==> config.mk <==
export PLATFORM = sky130hd
export DESIGN_NAME = qarma_wb_regs
export DESIGN_NICKNAME = d
export VERILOG_FILES = /design/src/rtl/qarma_pkg.sv /design/src/rtl/qarma_wb_regs_wb_slave_if.sv /design/src/rtl/qarma_wb_regs.sv
export SDC_FILE = /design/constraint.sdc
export NUM_CORES = 1
export LEC_CHECK = 0
export ABC_AREA = 1
export CORE_ASPECT_RATIO = 1.5
export CORE_MARGIN = 2
export CORE_UTILIZATION = 53
export DETAILED_ROUTE_END_ITERATION = 7
export PLACE_DENSITY = 0.86
export SLEW_MARGIN = 15
export SYNTH_ARGS = -nofsm -noshare
export SYNTH_HDL_FRONTEND = slang
export SYNTH_SLANG_ARGS = --single-unit
==> constraint.sdc <==
create_clock -name wb_clk_i -period 36.1 [get_ports wb_clk_i]
set_clock_uncertainty 0.2 [all_clocks]
set_input_delay 10.83 -clock wb_clk_i [delete_from_list [all_inputs] [get_ports wb_clk_i]]
set_output_delay 10.83 -clock wb_clk_i [all_outputs]
set_load 0.05 [all_outputs]
==> src/rtl/qarma_pkg.sv <==
// Shared constants, register map and sequencer states for the QARMA-64 Wishbone register bank.
package qarma_pkg;

    localparam int DATA_W = 64;
    localparam int KEY_W  = 128;

    localparam logic [3:0] OFF_CTRL    = 4'd0;
    localparam logic [3:0] OFF_DIN_LO  = 4'd2;
    localparam logic [3:0] OFF_DIN_HI  = 4'd3;
    localparam logic [3:0] OFF_TWK_LO  = 4'd4;
    localparam logic [3:0] OFF_TWK_HI  = 4'd5;
    localparam logic [3:0] OFF_KEY0    = 4'd6;
    localparam logic [3:0] OFF_KEY1    = 4'd7;
    localparam logic [3:0] OFF_KEY2    = 4'd8;
    localparam logic [3:0] OFF_KEY3    = 4'd9;
    localparam logic [3:0] OFF_DOUT_LO = 4'd10;
    localparam logic [3:0] OFF_DOUT_HI = 4'd11;

    localparam int CTRL_START   = 0;
    localparam int CTRL_DECRYPT = 1;
    localparam int CTRL_IRQ_EN  = 2;
    localparam int CTRL_DONE    = 3;

    typedef enum logic [1:0] {
        IDLE = 2'd0,
        REQ  = 2'd1,
        WAIT = 2'd2
    } seq_state_e;

    function automatic logic [31:0] apply_wmask(input logic [31:0] old_val,
                                                input logic [31:0] wdata,
                                                input logic [31:0] wmask);
        return (old_val & ~wmask) | (wdata & wmask);
    endfunction

endpackage

==> src/rtl/qarma_wb_regs_wb_slave_if.sv <==
// Wishbone classic slave front end: address decode, one-cycle ack with a forced gap,
// and per-byte write mask generation.
module wb_slave_if
    import qarma_pkg::*;
#(
    parameter logic [31:0] BASE_ADDR = 32'h3000_0000
) (
    input  logic        i_clk,
    input  logic        i_rst,
    input  logic        i_stb,
    input  logic        i_cyc,
    input  logic        i_we,
    input  logic [3:0]  i_sel,
    input  logic [31:0] i_adr,
    output logic        o_ack,
    output logic        o_reg_wr,
    output logic        o_reg_rd,
    output logic [3:0]  o_reg_idx,
    output logic [31:0] o_wmask
);

    logic       w_hit;
    logic       w_req;
    logic [1:0] w_unused_adr;
    logic       r_ack;

    assign w_hit        = (i_adr[31:6] == BASE_ADDR[31:6]);
    // A request is only taken while ack is low, which gives the mandatory idle cycle.
    assign w_req        = w_hit & i_stb & i_cyc & ~r_ack;
    assign w_unused_adr = i_adr[1:0];

    assign o_reg_wr  = w_req & i_we;
    assign o_reg_rd  = w_req & ~i_we;
    assign o_reg_idx = i_adr[5:2];
    assign o_wmask   = {{8{i_sel[3]}}, {8{i_sel[2]}}, {8{i_sel[1]}}, {8{i_sel[0]}}};
    assign o_ack     = r_ack;

    // Ack register: high for exactly the cycle after an accepted request.
    always_ff @(posedge i_clk or posedge i_rst) begin
        if (i_rst) begin
            r_ack <= 1'b0;
        end else begin
            r_ack <= w_req;
        end
    end

endmodule

==> src/rtl/qarma_wb_regs.sv <==
// Register bank and request/result sequencer between the Wishbone bus and the
// iterative QARMA-64 core.
module qarma_wb_regs
    import qarma_pkg::*;
#(
    parameter logic [31:0] BASE_ADDR = 32'h3000_0000
) (
    input  logic                wb_clk_i,
    input  logic                wb_rst_i,
    input  logic                wbs_stb_i,
    input  logic                wbs_cyc_i,
    input  logic                wbs_we_i,
    input  logic [3:0]          wbs_sel_i,
    input  logic [31:0]         wbs_adr_i,
    input  logic [31:0]         wbs_dat_i,
    output logic                wbs_ack_o,
    output logic [31:0]         wbs_dat_o,
    output logic                core_valid_o,
    input  logic                core_ready_i,
    output logic                core_decrypt_o,
    output logic [DATA_W-1:0]   core_data_o,
    output logic [DATA_W-1:0]   core_tweak_o,
    output logic [KEY_W-1:0]    core_key_o,
    input  logic                core_res_valid_i,
    input  logic [DATA_W-1:0]   core_res_i,
    output logic                irq_o
);

    logic              w_reg_wr;
    logic              w_reg_rd;
    logic [3:0]        w_reg_idx;
    logic [31:0]       w_wmask;
    logic [31:0]       w_rd_data;
    logic              w_busy;
    logic              w_ctrl_wr;
    logic              w_start;
    logic              w_done_clr;
    logic              w_res_cap;
    seq_state_e        w_state_nxt;

    seq_state_e        r_state;
    logic              r_valid;
    logic              r_decrypt;
    logic              r_irq_en;
    logic              r_done;
    logic [DATA_W-1:0] r_din;
    logic [DATA_W-1:0] r_twk;
    logic [KEY_W-1:0]  r_key;
    logic [DATA_W-1:0] r_dout;
    logic [31:0]       r_dat_o;

    wb_slave_if #(.BASE_ADDR(BASE_ADDR)) u_wb_slave_if (
        .i_clk     (wb_clk_i),
        .i_rst     (wb_rst_i),
        .i_stb     (wbs_stb_i),
        .i_cyc     (wbs_cyc_i),
        .i_we      (wbs_we_i),
        .i_sel     (wbs_sel_i),
        .i_adr     (wbs_adr_i),
        .o_ack     (wbs_ack_o),
        .o_reg_wr  (w_reg_wr),
        .o_reg_rd  (w_reg_rd),
        .o_reg_idx (w_reg_idx),
        .o_wmask   (w_wmask)
    );

    assign w_busy     = (r_state != IDLE);
    assign w_ctrl_wr  = w_reg_wr & (w_reg_idx == OFF_CTRL);
    assign w_start    = w_ctrl_wr & w_wmask[CTRL_START] & wbs_dat_i[CTRL_START] & ~w_busy;
    assign w_done_clr = w_start | (w_ctrl_wr & w_wmask[CTRL_DONE] & wbs_dat_i[CTRL_DONE]);
    assign w_res_cap  = (r_state == WAIT) & core_res_valid_i;

    // Sequencer next-state logic.
    always_comb begin
        w_state_nxt = r_state;
        case (r_state)
            IDLE:    if (w_start) w_state_nxt = REQ; else w_state_nxt = IDLE;
            REQ:     if (core_ready_i) w_state_nxt = WAIT; else w_state_nxt = REQ;
            WAIT:    if (core_res_valid_i) w_state_nxt = IDLE; else w_state_nxt = WAIT;
            default: w_state_nxt = IDLE;
        endcase
    end

    // Sequencer state and registered request strobe.
    always_ff @(posedge wb_clk_i or posedge wb_rst_i) begin
        if (wb_rst_i) begin
            r_state <= IDLE;
            r_valid <= 1'b0;
        end else begin
            r_state <= w_state_nxt;
            r_valid <= (w_state_nxt == REQ);
        end
    end

    // Operand registers; frozen while an operation is in flight.
    always_ff @(posedge wb_clk_i or posedge wb_rst_i) begin
        if (wb_rst_i) begin
            r_din     <= {DATA_W{1'b0}};
            r_twk     <= {DATA_W{1'b0}};
            r_key     <= {KEY_W{1'b0}};
            r_decrypt <= 1'b0;
        end else if (w_reg_wr && !w_busy) begin
            case (w_reg_idx)
                OFF_CTRL:   if (w_wmask[CTRL_DECRYPT]) r_decrypt <= wbs_dat_i[CTRL_DECRYPT];
                OFF_DIN_LO: r_din[31:0]    <= apply_wmask(r_din[31:0],    wbs_dat_i, w_wmask);
                OFF_DIN_HI: r_din[63:32]   <= apply_wmask(r_din[63:32],   wbs_dat_i, w_wmask);
                OFF_TWK_LO: r_twk[31:0]    <= apply_wmask(r_twk[31:0],    wbs_dat_i, w_wmask);
                OFF_TWK_HI: r_twk[63:32]   <= apply_wmask(r_twk[63:32],   wbs_dat_i, w_wmask);
                OFF_KEY0:   r_key[31:0]    <= apply_wmask(r_key[31:0],    wbs_dat_i, w_wmask);
                OFF_KEY1:   r_key[63:32]   <= apply_wmask(r_key[63:32],   wbs_dat_i, w_wmask);
                OFF_KEY2:   r_key[95:64]   <= apply_wmask(r_key[95:64],   wbs_dat_i, w_wmask);
                OFF_KEY3:   r_key[127:96]  <= apply_wmask(r_key[127:96],  wbs_dat_i, w_wmask);
                default:    ;
            endcase
        end
    end

    // IRQ enable, DONE flag and result capture; a result beats a same-cycle DONE clear.
    always_ff @(posedge wb_clk_i or posedge wb_rst_i) begin
        if (wb_rst_i) begin
            r_irq_en <= 1'b0;
            r_done   <= 1'b0;
            r_dout   <= {DATA_W{1'b0}};
        end else begin
            if (w_ctrl_wr && w_wmask[CTRL_IRQ_EN]) r_irq_en <= wbs_dat_i[CTRL_IRQ_EN];
            if (w_res_cap) begin
                r_done <= 1'b1;
                r_dout <= core_res_i;
            end else if (w_done_clr) begin
                r_done <= 1'b0;
            end
        end
    end

    // Read multiplexer.
    always_comb begin
        w_rd_data = 32'h0;
        case (w_reg_idx)
            OFF_CTRL:    w_rd_data = {28'h0, r_done, r_irq_en, r_decrypt, w_busy};
            OFF_DIN_LO:  w_rd_data = r_din[31:0];
            OFF_DIN_HI:  w_rd_data = r_din[63:32];
            OFF_TWK_LO:  w_rd_data = r_twk[31:0];
            OFF_TWK_HI:  w_rd_data = r_twk[63:32];
            OFF_KEY0:    w_rd_data = r_key[31:0];
            OFF_KEY1:    w_rd_data = r_key[63:32];
            OFF_KEY2:    w_rd_data = r_key[95:64];
            OFF_KEY3:    w_rd_data = r_key[127:96];
            OFF_DOUT_LO: w_rd_data = r_dout[31:0];
            OFF_DOUT_HI: w_rd_data = r_dout[63:32];
            default:     w_rd_data = 32'h0;
        endcase
    end

    // Read data is registered alongside ack and returns to zero otherwise.
    always_ff @(posedge wb_clk_i or posedge wb_rst_i) begin
        if (wb_rst_i) begin
            r_dat_o <= 32'h0;
        end else if (w_reg_rd) begin
            r_dat_o <= w_rd_data;
        end else begin
            r_dat_o <= 32'h0;
        end
    end

    assign wbs_dat_o      = r_dat_o;
    assign core_valid_o   = r_valid;
    assign core_decrypt_o = r_decrypt;
    assign core_data_o    = r_din;
    assign core_tweak_o   = r_twk;
    assign core_key_o     = r_key;
    assign irq_o          = r_done & r_irq_en;

endmodule

Yosys cells after proc, flatten, opt, wreduce, memory -nomap -nowiden
Cells that the tools add are included.
Widths: inputs -> output; s select.

word-level totals
  register bits = 359
  latch bits = 0
  bits in writable memories = 0
  ROM bits = 0
  input port bits = 139
  output and inout port bits = 292
  word-level logic and storage cells = 88
  memories kept = 0

operators by class
  add/subtract/negate cells = 0
  $mul = 0
  divide/modulo/power cells = 0
  order comparisons = 0
  equality and inequality tests = 14
  shift operators = 0
  mux-type cells = 8
  bitwise logic cells = 34
  reductions and logical operators = 16

operators with widths
  cell                  count
  $pmux 32 s11          1
  $and 32x32->32        9
  $or 32x32->32         8
  $mux 32               1
  $not 32->32           1
  $eq 26x24->1 const B  1
  $eq 4x3->1 const B    4
  $eq 4x4->1 const B    4
  $reduce_and 2->1      8
  $and 1x1->1           12
  $eq 4x2->1 const B    2
  $pmux 2 s3            1
  $eq 2x1->1 const B    2
  $logic_not 4->1       1
  $mux 2                2
  $reduce_bool 2->1     2
  $mux 1                3
  $not 1->1             3
  $reduce_and 3->1      1
  $eq 2x2->1 const B    1
  $logic_and 1x1->1     2
  $logic_not 2->1       1
  $logic_not 1->1       1
  $or 1x1->1            1

Logic depth before layout (Yosys ltp)
  depth after elaboration = 12
  gate-level depth with buffers = 12
  gate-level depth less buffers = 11

By module
Synthesis repeated with hierarchy kept, for this count alone.

second synthesis, totals
  cells, all modules = 2,155
  area, all modules = 17,730.8 sq um

modules (own cells, without submodules)
  module         times used  cells each  area each (sq um)  seq. area each (sq um)
  qarma_wb_regs  1           2,075       17,264.1           8,958.6
  wb_slave_if    1           80          466.7              25.0

Worst setup path before layout
OpenSTA, ideal clock, no wires.

  path kind = input to register
  start point = input wbs_adr_i[17]
  end point = register with a tool-made name
  setup time = 0.119 ns
  arrival time = 11.963 ns
  required time = 35.781 ns
  setup slack = 23.818 ns
  cell stages on the path = 11
  buffers on the path = 1
  path through = nor2_1 -> nand2_1 -> nor2_1 -> nand2_1 -> nor2_4 -> buf_12 -> nand4_4 -> clkinv_2 -> nand2_4 -> nand2_1 -> nand2_1

RTL lines
  what                line                 RTL
  start: declaration  qarma_wb_regs.sv:14  input logic [31:0] wbs_adr_i,

==> results.sh <==
export IMPL_synthesis_area_sq_um=16300
export IMPL_antenna_left=0
export IMPL_fin_crit_ps=13580
export IMPL_antenna_found_initial=4
export IMPL_path_clk_slew_ps=60
export IMPL_synthCells=1935
export IMPL_postCtsHoldBufs=0
export IMPL_synth_nets=2077
export IMPL_vias=15700
export IMPL_dp_cells=2699
export IMPL_cts_resized=0
export IMPL_crit_type="input port to flip-flop"
export IMPL_arrival_ps=13840
export IMPL_post_cts_setup_buffers=0
export IMPL_worst_pin_slew_ps=1180
export IMPL_dieArea_sq_um=32200
export IMPL_synthXorXnorAreaFrac=0
export IMPL_synthMuxAreaShare=0.0443
export IMPL_post_route_util=0.729
export IMPL_hold_class="flip-flop to flip-flop"
export IMPL_synth_top_family_by_area="simple AND/OR/NAND/NOR gates"
export IMPL_netlist_top_cells_area="dfrtp_1 (55%), nand2_1 (25%), mux2_2 (4.4%)"
export IMPL_synth_seq_cells=359
export IMPL_tns_ps=0
export IMPL_rows=78
export IMPL_yosys_area_top_type="dfrtp_1"
export IMPL_rsz0062_at_grt="no"
export IMPL_drt_wirelength_per_cell_microns=22.4
export IMPL_remaining_drc_errors=0
export IMPL_synth_compound_area_frac=0.0241
export IMPL_cts_sinks=359
export IMPL_grt_use_total=0.383
export IMPL_reg2reg_from="u_wb_slave_if.o_ack$_DFF_PP0_"
export IMPL_routed_wl_microns=62000
export IMPL_fin_crit_sh=0.376
export IMPL_ys_flop_type="dfrtp_1"
export IMPL_grt_max_degree=155
export IMPL_setup_violations=0
export IMPL_critPathLaunch="wbs_adr_i[5]"
export IMPL_drtIter0Drc=1200
export IMPL_synth_edff_count=0
export IMPL_yosys_area_share_simple=0.341
export IMPL_ys_types=31
export IMPL_syn_avg_cell_area_sq_um=8.41
export IMPL_synth_fa_ha_area_frac=0.00231
export IMPL_reg2reg_depth=9
export IMPL_yosysWarnings=0
export IMPL_routabilityCongestion=0.985
export IMPL_die_x_microns=147
export IMPL_instances_no_fill=2766
export IMPL_cts_made_buffers=35
export IMPL_start_util=0.538
export IMPL_area_growth_pct=35.6
export IMPL_n_fill_cell=2186
export IMPL_powerDensity_nw_per_um2=38.2
export IMPL_clk_path_buf_depth=3
export IMPL_synth_top_area_frac=0.552
export IMPL_setup_worst_path_start_class="input port"
export IMPL_hpwl_microns=44200
export IMPL_viasPerCell=5.67
export IMPL_maxSlewHeadroom=0.213
export IMPL_finalMaxSlewViolations=0
export IMPL_grt_pass1_wl_microns=92400
export IMPL_cts_root_buf="clkbuf_16"
export IMPL_max_freq_ghz=0.0737
export IMPL_status="complete, no violations"
export IMPL_synth_common_cells="nand2_1 (1,100), dfrtp_1 (359), nor2_1 (75)"
export IMPL_async_flop_share=1.00
export IMPL_numPortBuffers=428
export IMPL_synth_most_common_cell="nand2_1"
export IMPL_final_hold_violation_count=0
export IMPL_cts_tree="done"
export IMPL_worstPathRequired_ps=36370
export IMPL_first_global_vias=15700
export IMPL_power_leakage_nw=10.9
export IMPL_cap_violations=0
export IMPL_die_h_microns=219
export IMPL_dr_pass1_iters=6
export IMPL_core_area_sq_um=30300
export IMPL_seq_area_frac_synth=0.552
export IMPL_path_max_fanout=32
export IMPL_setup_slack_ps=22520
export IMPL_end_kind="flip-flop"
export IMPL_ioPinCount=431
export IMPL_ctsHtreeMaxLevel=2
export IMPL_grt_ovfl_total=0
export IMPL_final_nets=2478
export IMPL_ir_drop_mv=0.0457
export IMPL_clk_latency_ps=530
export IMPL_dp_slack_ps=22090
export IMPL_total_power_mw=0.842
export IMPL_rrSetupSlack_ps=33080
export IMPL_drive_gt1_frac=0.0864
[report_power, final]
group | internal (mW) | switching [mW]
sequential | 0.409 | 0.00340
combinational | 0.0200 | 0.0292
clock | 0.223 | 0.158
total | 0.651 | 0.191
[kinds of logic (layout without fill, tap and decap cells)]
kind of cell             Yosys count  in the layout
other                              0              4
adder cells (fa/ha/maj)            3              3
AND/OR/NAND/NOR                 1306           1306
buffers and inverters            141            568
flip-flops                       359            359
AO/OA/AOI/OAI                     62             62
multiplexers                      64             64
[how the worst min path moves through the flow]
stage	end	slack, ps	from	cells after the start
3_3_place_gp	flip-flop	280	flip-flop	2
2_1_floorplan	r_dout[58]$_DFFE_PP0P_	280	r_dout[58]$_DFFE_PP0P_	1
5_1_grt	r_dout[34]$_DFFE_PP0P_	310	r_dout[34]$_DFFE_PP0P_	1
3_5_place_dp	flip-flop	280	flip-flop	2
6_report	flip-flop	300	flip-flop	2
4_1_cts	flip-flop	300	flip-flop	2
[metrics by stage]
stage               hold slack [ps]  instance area (sq um)
global placement                278                  20900
floorplan                       280                  16300
finish                          298                  22100
global route                    314                  22100
detailed placement              284                  20900
CTS                             299                  22100
[critical path, stage by stage]
cell,delay (ps)
clkdlybuf4s50_1,470
inv_1,100
ha_1,220
nand3_1,130
inv_1,70
buf_4,450
nand4_1,520
nor2_1,790
nand2_1,130
nand2_1,120
[cells in the final DEF, fill, tap and decap left out]
master / count
inv_2: 1
a22o_1: 2
inv_1: 54
nand2_4: 24
o2bb2ai_1: 1
o2111ai_1: 2
clkinv_2: 10
diode_2: 4
and3_1: 1
clkbuf_1: 7
bufinv_16: 2
o31ai_1: 1
nor2_1: 73
buf_4: 15
clkdlybuf4s50_1: 428
clkinvlp_4: 3
ha_1: 3
a22oi_1: 12
a31oi_1: 19
nor2_2: 3
nand2_1: 1100
a211oi_1: 2
nor2_4: 27
nand3_1: 10
mux2_2: 64
clkbuf_8: 10
dfrtp_1: 359
o21ai_0: 3
o21a_1: 1
nand4_1: 60
a21oi_1: 19
nand3b_1: 1
nand4_4: 6
inv_8: 1
clkbuf_16: 37
nand3_4: 1
[metal layers]
layer,share of wire,up-vias,track usage
met5,0,-,0
met4,0.092,0,0.299
met3,0.088,279,0.0758
met2,0.49,1076,0.649
met1,0.33,7446,0.419
li1,-,6871,-
[area by class of cell]
cell class | instances | area, sq um | share of cell area
flip-flops and latches | 359 | 8980 | 0.407
multi-input cells | 1435 | 6730 | 0.305
repair buffers | 443 | 4400 | 0.199
clock buffers | 54 | 1090 | 0.0494
well taps | 400 | 500 | 0.0227
inverters | 62 | 248 | 0.0112
clock inverters | 9 | 103 | 0.00465
diodes | 4 | 10.0 | 0.000454
Power figures use the tool's default switching activity.
